$ cat src/rtl/rib_timer_pkg.sv
// Shared definitions for the RIB timer: bus handshake levels, register
// offsets, CTRL bit positions and the slave FSM state encoding.
package rib_timer_pkg;

  localparam logic        RIB_ACK     = 1'b1;
  localparam logic        RIB_NACK    = 1'b0;
  localparam logic        RIB_REQ     = 1'b1;
  localparam logic        WriteEnable = 1'b1;
  localparam logic [31:0] ZeroWord    = 32'h0000_0000;

  // Word offsets decoded from addr[3:2]
  localparam logic [1:0] REG_CTRL  = 2'd0;
  localparam logic [1:0] REG_PRESC = 2'd1;
  localparam logic [1:0] REG_COUNT = 2'd2;
  localparam logic [1:0] REG_CMP   = 2'd3;

  // CTRL bit positions
  localparam int CTRL_EN   = 0;
  localparam int CTRL_IE   = 1;
  localparam int CTRL_PEND = 2;
  localparam int CTRL_AUTO = 3;

  typedef enum logic [1:0] {
    ST_IDLE = 2'd0,
    ST_WAIT = 2'd1,
    ST_RESP = 2'd2
  } rib_state_e;

  // The peripheral occupies a 16-byte window; anything above it is unmapped.
  function automatic logic addr_in_window(input logic [23:0] upper_bits);
    return upper_bits == 24'd0;
  endfunction

endpackage

$ cat src/rtl/rib_slave_if.sv
// Responder side of the RIB request/ack handshake, reusable by any RIB
// peripheral with a 4-word register window.
//
//   state   | meaning
//   --------+------------------------------------------------------------
//   IDLE    | waiting for req_i; an access is accepted (and a write
//           | committed) on the edge that leaves this state
//   WAIT    | inserting WAIT_CYCLES wait states; bus inputs are frozen
//   RESP    | ack_o high for one cycle, data_o carries the read value
//
// wr_en/rd_en are single-cycle strobes. A write commits on the accept edge;
// read data is captured on the edge that enters RESP, so with wait states the
// latched address is used instead of the live bus.
module rib_slave_if
  import rib_timer_pkg::*;
#(
  parameter int WAIT_CYCLES = 0
) (
  input  logic        clk,
  input  logic        rst,
  input  logic        req_i,
  input  logic        we_i,
  input  logic [31:0] addr_i,
  input  logic [31:0] rd_data,
  output logic        wr_en,
  output logic        rd_en,
  output logic [1:0]  reg_word,
  output logic        reg_hit,
  output logic [31:0] data_o,
  output logic        ack_o
);

  localparam bit         NO_WAIT   = (WAIT_CYCLES == 0);
  localparam logic [3:0] WAIT_LOAD = NO_WAIT ? 4'd0 : 4'(WAIT_CYCLES - 1);

  rib_state_e state;
  logic [3:0] wait_cnt;
  logic [1:0] word_q;
  logic       hit_q;
  logic       we_q;
  logic       accept;
  logic       resp_next;
  logic       live_hit;
  logic       unused_addr_bits;

  // Byte lane and the interconnect-owned upper nibble carry no meaning here.
  assign unused_addr_bits = ^{addr_i[31:28], addr_i[1:0]};

  assign live_hit  = addr_in_window(addr_i[27:4]);
  assign accept    = (state == ST_IDLE) && (req_i == RIB_REQ);
  assign resp_next = NO_WAIT ? accept
                             : ((state == ST_WAIT) && (wait_cnt == 4'd0));

  assign reg_word = (state == ST_IDLE) ? addr_i[3:2] : word_q;
  assign reg_hit  = (state == ST_IDLE) ? live_hit    : hit_q;
  assign wr_en    = accept && (we_i == WriteEnable);
  assign rd_en    = resp_next && ((state == ST_IDLE) ? (we_i != WriteEnable)
                                                     : (we_q != WriteEnable));

  // Handshake FSM with registered ack and read data
  always_ff @(posedge clk or posedge rst) begin
    if (rst) begin
      state    <= ST_IDLE;
      wait_cnt <= 4'd0;
      word_q   <= 2'd0;
      hit_q    <= 1'b0;
      we_q     <= 1'b0;
      ack_o    <= RIB_NACK;
      data_o   <= ZeroWord;
    end else begin
      ack_o  <= resp_next ? RIB_ACK : RIB_NACK;
      data_o <= rd_en ? rd_data : ZeroWord;
      unique case (state)
        ST_IDLE: begin
          if (accept) begin
            word_q   <= addr_i[3:2];
            hit_q    <= live_hit;
            we_q     <= we_i;
            wait_cnt <= WAIT_LOAD;
            state    <= NO_WAIT ? ST_RESP : ST_WAIT;
          end
        end
        ST_WAIT: begin
          if (wait_cnt == 4'd0) state <= ST_RESP;
          else                  wait_cnt <= wait_cnt - 4'd1;
        end
        ST_RESP: state <= ST_IDLE;
        default: state <= ST_IDLE;
      endcase
    end
  end

endmodule

$ cat src/rtl/rib_timer.sv
// General-purpose RIB timer: prescaler, 32-bit up-counter, compare with
// auto-reload or one-shot behaviour, and a registered level interrupt.
module rib_timer
  import rib_timer_pkg::*;
#(
  parameter int WAIT_CYCLES = 0,
  parameter int PRESC_W     = 16
) (
  input  logic        clk,
  input  logic        rst,
  input  logic        req_i,
  input  logic        we_i,
  input  logic [31:0] addr_i,
  input  logic [31:0] data_i,
  output logic [31:0] data_o,
  output logic        ack_o,
  output logic        int_sig_o
);

  logic               wr_en;
  logic               rd_en;
  logic [1:0]         reg_word;
  logic               reg_hit;
  logic [31:0]        rd_data;

  logic               ctrl_en;
  logic               ctrl_ie;
  logic               ctrl_pend;
  logic               ctrl_auto;
  logic [PRESC_W-1:0] presc;
  logic [PRESC_W-1:0] presc_cnt;
  logic [31:0]        count;
  logic [31:0]        cmp;

  logic               wr_ctrl;
  logic               wr_presc;
  logic               wr_count;
  logic               wr_cmp;
  logic               tick;
  logic               match;

  rib_slave_if #(
    .WAIT_CYCLES(WAIT_CYCLES)
  ) u_slave (
    .clk      (clk),
    .rst      (rst),
    .req_i    (req_i),
    .we_i     (we_i),
    .addr_i   (addr_i),
    .rd_data  (rd_data),
    .wr_en    (wr_en),
    .rd_en    (rd_en),
    .reg_word (reg_word),
    .reg_hit  (reg_hit),
    .data_o   (data_o),
    .ack_o    (ack_o)
  );

  assign wr_ctrl  = wr_en && reg_hit && (reg_word == REG_CTRL);
  assign wr_presc = wr_en && reg_hit && (reg_word == REG_PRESC);
  assign wr_count = wr_en && reg_hit && (reg_word == REG_COUNT);
  assign wr_cmp   = wr_en && reg_hit && (reg_word == REG_CMP);

  // A match replaces the ordinary increment when the pre-tick count equals CMP.
  assign tick  = ctrl_en && (presc_cnt == presc);
  assign match = tick && (count == cmp);

  // Read mux; unmapped addresses read as zero
  always_comb begin
    rd_data = ZeroWord;
    if (rd_en && reg_hit) begin
      unique case (reg_word)
        REG_CTRL: begin
          rd_data[CTRL_EN]   = ctrl_en;
          rd_data[CTRL_IE]   = ctrl_ie;
          rd_data[CTRL_PEND] = ctrl_pend;
          rd_data[CTRL_AUTO] = ctrl_auto;
        end
        REG_PRESC: rd_data = 32'(presc);
        REG_COUNT: rd_data = count;
        REG_CMP:   rd_data = cmp;
        default:   rd_data = ZeroWord;
      endcase
    end
  end

  // CTRL: bus write of EN beats the one-shot clear, a match beats a PEND clear
  always_ff @(posedge clk or posedge rst) begin
    if (rst) begin
      ctrl_en   <= 1'b0;
      ctrl_ie   <= 1'b0;
      ctrl_pend <= 1'b0;
      ctrl_auto <= 1'b0;
    end else begin
      if (wr_ctrl) begin
        ctrl_en   <= data_i[CTRL_EN];
        ctrl_ie   <= data_i[CTRL_IE];
        ctrl_auto <= data_i[CTRL_AUTO];
      end else if (match && !ctrl_auto) begin
        ctrl_en <= 1'b0;
      end
      if (match)                               ctrl_pend <= 1'b1;
      else if (wr_ctrl && data_i[CTRL_PEND])   ctrl_pend <= 1'b0;
    end
  end

  // Prescaler reload register
  always_ff @(posedge clk or posedge rst) begin
    if (rst)           presc <= '0;
    else if (wr_presc) presc <= data_i[PRESC_W-1:0];
  end

  // Prescaler counter; parked at 0 while disabled so enabling restarts it
  always_ff @(posedge clk or posedge rst) begin
    if (rst)                presc_cnt <= '0;
    else if (!ctrl_en || tick) presc_cnt <= '0;
    else                    presc_cnt <= presc_cnt + 1'b1;
  end

  // Main counter; a bus write overrides any tick on the same edge
  always_ff @(posedge clk or posedge rst) begin
    if (rst) begin
      count <= ZeroWord;
    end else if (wr_count) begin
      count <= data_i;
    end else if (match) begin
      if (ctrl_auto) count <= ZeroWord;
    end else if (tick) begin
      count <= count + 32'd1;
    end
  end

  // Compare register
  always_ff @(posedge clk or posedge rst) begin
    if (rst)         cmp <= ZeroWord;
    else if (wr_cmp) cmp <= data_i;
  end

  // Registered interrupt level
  always_ff @(posedge clk or posedge rst) begin
    if (rst) int_sig_o <= 1'b0;
    else     int_sig_o <= ctrl_pend & ctrl_ie;
  end

endmodule

$ cat config.mk
export PLATFORM = sky130hd
export DESIGN_NAME = rib_timer
export DESIGN_NICKNAME = d
export VERILOG_FILES = /design/src/rtl/rib_timer_pkg.sv /design/src/rtl/rib_slave_if.sv /design/src/rtl/rib_timer.sv
export SDC_FILE = /design/constraint.sdc
export NUM_CORES = 1
export LEC_CHECK = 0
export CAP_MARGIN = 40
export CELL_PAD_IN_SITES_DETAIL_PLACEMENT = 1
export CELL_PAD_IN_SITES_GLOBAL_PLACEMENT = 1
export CORE_MARGIN = 2
export CORE_UTILIZATION = 43
export DETAILED_ROUTE_END_ITERATION = 6
export GPL_TIMING_DRIVEN = 0
export PLACE_DENSITY_LB_ADDON = 0.05
export SLEW_MARGIN = 20
export SYNTH_ARGS = -nofsm -noshare
export SYNTH_HDL_FRONTEND = slang
export SYNTH_SLANG_ARGS = --single-unit
$ cat constraint.sdc
create_clock -name clk -period 5.6 [get_ports clk]
set_input_delay 1.12 -clock clk [delete_from_list [all_inputs] [get_ports clk]]
set_output_delay 1.12 -clock clk [all_outputs]
set_load 0.02 [all_outputs]
Yosys cells after proc, flatten, opt, wreduce, memory -nomap -nowiden
Cells that the tools add are included.
{ "word_totals": {"inputBits": 68, "regBits": 144} }
{ "classes": {"add_sub_neg": 3, "n_reduce_logical": 28, "eq_ne": 10, "n_bitwise": 3, "mux": 23} }
{ "op_table": {"columns": ["operator", "count"], "rows": [
  ["32-bit 2-to-1 mux", 6],
  ["28-bit case mux with 3 select lines", 1],
  ["32-bit by 1-bit adder with 32-bit output, second input constant", 1],
  ["32-bit equality test", 1],
  ["24-bit logical NOT", 1],
  ["16-bit by 1-bit adder with 16-bit output, second input constant", 1],
  ["16-bit equality test", 1],
  ["16-bit 2-to-1 mux", 1],
  ["4-bit case mux with 4 select lines", 1],
  ["1-bit logical AND", 13],
  ["4-bit 2-to-1 mux", 2],
  ["4-bit case mux with 2 select lines", 1],
  ["1-bit 2-to-1 mux", 7],
  ["2-bit 2-to-1 mux", 3],
  ["2-bit AND reduction", 3],
  ["2-bit nonzero test", 3],
  ["2-bit by 1-bit equality test with 1-bit output, second input constant", 2],
  ["2-bit equality test, second input constant", 2],
  ["2-bit logical NOT", 2],
  ["4-bit logical NOT", 1],
  ["2-bit inequality test, second input constant", 2],
  ["2-bit case mux with 2 select lines", 1],
  ["4-bit by 1-bit subtractor with 4-bit output, second input constant", 1],
  ["3-bit inequality test, second input constant", 1],
  ["other kinds (7)", 9]
]} }

Longest topological paths before layout
{ "logic_depth": {"word_depth": 8, "ltp_mapped": 11} }

Cells and area by module
A second synthesis with hierarchy kept.
{ "hier_totals": {"cells_unflattened": 719, "area_unflattened_um2": 7526.0} }
{ "by_module_without_submodules": {"columns": ["module", "area_per_inst_um2", "cells_per_inst", "n_inst"], "rows": [
  ["rib_timer", 6174.7, 620, 1],
  ["rib_slave_if", 1351.3, 99, 1]
]} }

Worst setup path before layout
No wires, ideal clock.
{ "synth_path": {"kind": "input -> register", "startpoint": "in addr_i[23]", "endpoint": "reg cmp[10]", "required_time_ns": 5.475, "setup_slack_ns": 2.662, "arrival_time_ns": 2.813, "n_path_buf": 2, "stages": 7, "setup_ns": 0.125, "cell_sequence": "nor4_1 nand4_1 or3_1 buf_6 nor3_4 buf_2 mux2_2"} }
{ "synth_via": {"elab_chain_cells": 4} }
{ "synth_lines": {"columns": ["item", "line_no", "source"], "rows": [
  ["start: declaration", "rib_timer.sv:13", "input logic [31:0] addr_i,"],
  ["24-bit logical NOT", "rib_timer_pkg.sv:31", "return upper_bits == 24'd0;"],
  ["1-bit 2-to-1 mux", "rib_slave_if.sv:55", "assign reg_hit = (state == ST_IDLE) ? live_hit : hit_q;"],
  ["1-bit logical AND (2 in series)", "rib_timer.sv:62", "assign wr_cmp = wr_en && reg_hit && (reg_word == REG_CMP);"],
  ["end signal: assignment", "rib_timer.sv:135", "if (rst) cmp <= ZeroWord;"],
  ["end signal: assignment", "rib_timer.sv:136", "else if (wr_cmp) cmp <= data_i;"],
  ["end: declaration", "rib_timer.sv:33", "logic [31:0] cmp;"]
]} }
Every way passes these cells.
A chain may end at the register's enable or synchronous reset.

Worst setup path in the final report
{ "layout_path": {"startpoint": "in addr_i[23]", "endpoint": "reg cmp[26]"} }
The elaborated chain is that of the path after synthesis.

==> impl_results.md <==
* Status: finished clean
* Relative slew slack at 0.524
* Drt initial violations at 341
* Commonest cells post-synth: 137 x dfrtp_1, 74 x nand2_1, 72 x nor2_1
* Max-Cap Viols at 0
* Fin util at 0.558
* P_leak at 4.04 nW
* Final min period at 3.39 ns
* Die X at 135 um
* Synth Register Bits at 137
* Clock Sinks at 137
* RSZ-0062 raised after global routing: no
* Crit end category: flop
* Clk network pwr share at 0.528
* Max Clk Rate at 0.295 GHz
* Mapped Area at 0.00734 mm2
* Drt pass-1 iters at 4
* CTS tree: done
* Worst Setup Path Type: primary input to flop
* Skew-Pair Late Insertion Delay at 0.43 ns
* Final Hold Fails at 0
* Gr usage total at 0.270
* GPL Wtd Cong at 0.895
* Clock-pin transition on the worst setup and hold timing paths at 0.06 ns
* Vias per cell at 5.68
* Hold path cells at 1
* CP max FO at 10
* Vias in the first global route at 6475
* Cell Int Power at 1.93 mW
* Setup violators final at 0
* Cts repair resizes at 0
* Post-route worst setup slack at 2.21 ns
* Drt wl/cell at 22.1 um
* Slew Limit Fails at 0
* Max Buffers Root-to-Sink at 2
* Final routed DRC violation total at 0
* Average size of a mapped cell at 10.2 um2
* YS warnings at 0
* Critical path launch point type: primary input
* Pwr Density at 268 mW/mm2
* Die H at 135 um
* Starting Density at 0.441
* Reg2reg setup slack at 2.64 ns
* Initial antenna violation count at 0
* Largest net degree at the start of global routing at 95
* Reg2Reg Depth at 9
* Worst clock skew at 0.0122 ns
* Tcrit/Tclk final at 0.605
* Seq pwr share at 0.405
* Sw Ratio at 0.222
* GRT overflow at 0
* CTS Hold Bufs at 0
* Setup WS pre-CTS at 1.76 ns
* FP Rows at 47
* FFs w/ async S/R, synth at 1.00
* H-tree depth at 4
* DP HPWL at 17200 um
* PortBufs at 95
* Main synth FF type: dfrtp_1
* Area delta synth->final at 26.4%
* Top-count cell post-synth: dfrtp_1
* Psw at 0.553 mW
* Net count after synthesis at 788
* Synth area leader: dfrtp_1
* Post-synth top area share at 0.467
* First-pass GRT wire length at 37000 um
* Antenna Diode Count at 0
* Hold crit path type: flop to flop
* Worst slew pin tran at 0.715 ns
* Synth cell types at 65
* Share of post-route cells with drive strength above 1 at 0.162
* Via count at 6057
* Clk root buf: clkbuf_16
* Max IR drop VDD at 0.000221 V
* Required @ worst endpoint at 5.91 ns
* I/O pin total at 102
* Synth Instances at 718
* Post-synth EDFFs at 0
* Final #Nets at 903
* Sequential element share of the synthesized area at 0.467
* Die area at 0.0181 mm2
* CP arrival at 3.70 ns
* Combinational share of power at 0.067
* Routed wire length at 23500 um
* Largest cells by area after synthesis: dfrtp_1 47%, mux2_2 6.3%, xor2_1 5.0%
* Final ANT Viol Nets at 0
* Inserted Clock Buffers at 17
* Core Area at 0.0166 mm2
* Postcts setup bufs at 0
[worst max-delay path, stage by stage]
cell	delay, ns
clkdlybuf4s50_1	0.41
nor4_1	0.31
nand4_1	0.17
or3_1	0.41
buf_6	0.15
nor3_4	0.33
buf_2	0.40
mux2_2	0.39
[routing by layer]
layer / up-vias / share of wire / GRT usage
met5: - / 0 / 0
met4: 0 / 0.021 / 0.0889
met3: 31 / 0.046 / 0.0503
met2: 156 / 0.47 / 0.429
met1: 3124 / 0.46 / 0.375
li1: 2746 / - / -
[per-stage QoR]
| stage | std cells | hold WS, ns | cell area, um2 | total power [mW] | TNS [ns] |
|---|---|---|---|---|---|
| 4_1_cts | 1066 | 0.501 | 9280 | 2.50 | 0 |
| 3_3_place_gp | 1033 | 0.487 | 8570 | 1.18 | -167.39 |
| 3_5_place_dp | 1034 | 0.489 | 8600 | 1.19 | 0 |
| 6_report | 1066 | 0.499 | 9280 | 2.49 | 0 |
| 2_1_floorplan | 718 | 0.458 | 7340 | 1.10 | 0 |
| 5_1_grt | 1066 | 0.541 | 9280 | 2.56 | 0 |
[power groups by stage]
stage / clock, mW / sequential (mW) / combinational, mW
finish: 1.31 / 1.01 / 0.168
CTS: 1.33 / 1.01 / 0.170
detailed placement: 0 / 1.02 / 0.168
global route: 1.37 / 1.01 / 0.181
floorplan: 0 / 1.02 / 0.0816
global placement: 0 / 1.02 / 0.160
[cell usage in the layout, fill, tap and decap left out, types with 12 or more instances in the layout]
cell             Yosys  final
dfrtp_1            137    137
clkbuf_1            17     19
nand2_1             74     74
xor2_1              42     42
mux2i_1             17     17
o21ai_0             15     15
clkbuf_16            0     17
mux2_1              12     12
nand3_1             16     16
xnor2_1             19     19
clkdlybuf4s50_1      0     95
nor3_1              22     22
a21oi_1             39     39
buf_2               21     21
mux2_2              41     41
nor2_1              72     72
nand4_1             22     22
[final timing paths]
| kind | from | endpoint |
|---|---|---|
| min reg2reg | ctrl_pend | ctrl_pend |
| max | addr_i[23] | cmp[26] |
| max reg2reg | count[6] | count[29] |
| max in group asynchronous | rst | count[10] |
| min in group asynchronous | rst | u_slave.data_o[24] |
| min | ctrl_pend | ctrl_pend |
[registers in the layout (all words and copies together) (netlist names)]
| name | count |
|---|---|
| cmp | 32 |
| count | 32 |
| ctrl_auto | 1 |
| ctrl_en | 1 |
| ctrl_ie | 1 |
| ctrl_pend | 1 |
| int_sig_o | 1 |
| presc | 16 |
| presc_cnt | 16 |
| u_slave.ack_o | 1 |
| u_slave.data_o | 32 |
| u_slave.state | 1 |
| u_slave.word_q | 2 |
[layout make-up]
cell class                 count  area [um2]
buffer                        53         304
clock buffer                  21         460
clock inverter                11         216
fill                        1826        7360
inverter                       9        41.3
multi-input combinational    519        3580
sequential                   137        3430
tap                          220         275
timing repair buffer          96         978
[cell families after synthesis]
group,Yosys count,share of synthesized area
flops,137,0.467
fa+ha+maj,2,0.00341
xor+xnor,62,0.0750
simple gates,266,0.186
mux,74,0.117
compound gates,115,0.106
buf+inv,62,0.0460
No activity file was read; power rests on OpenSTA's default activity.
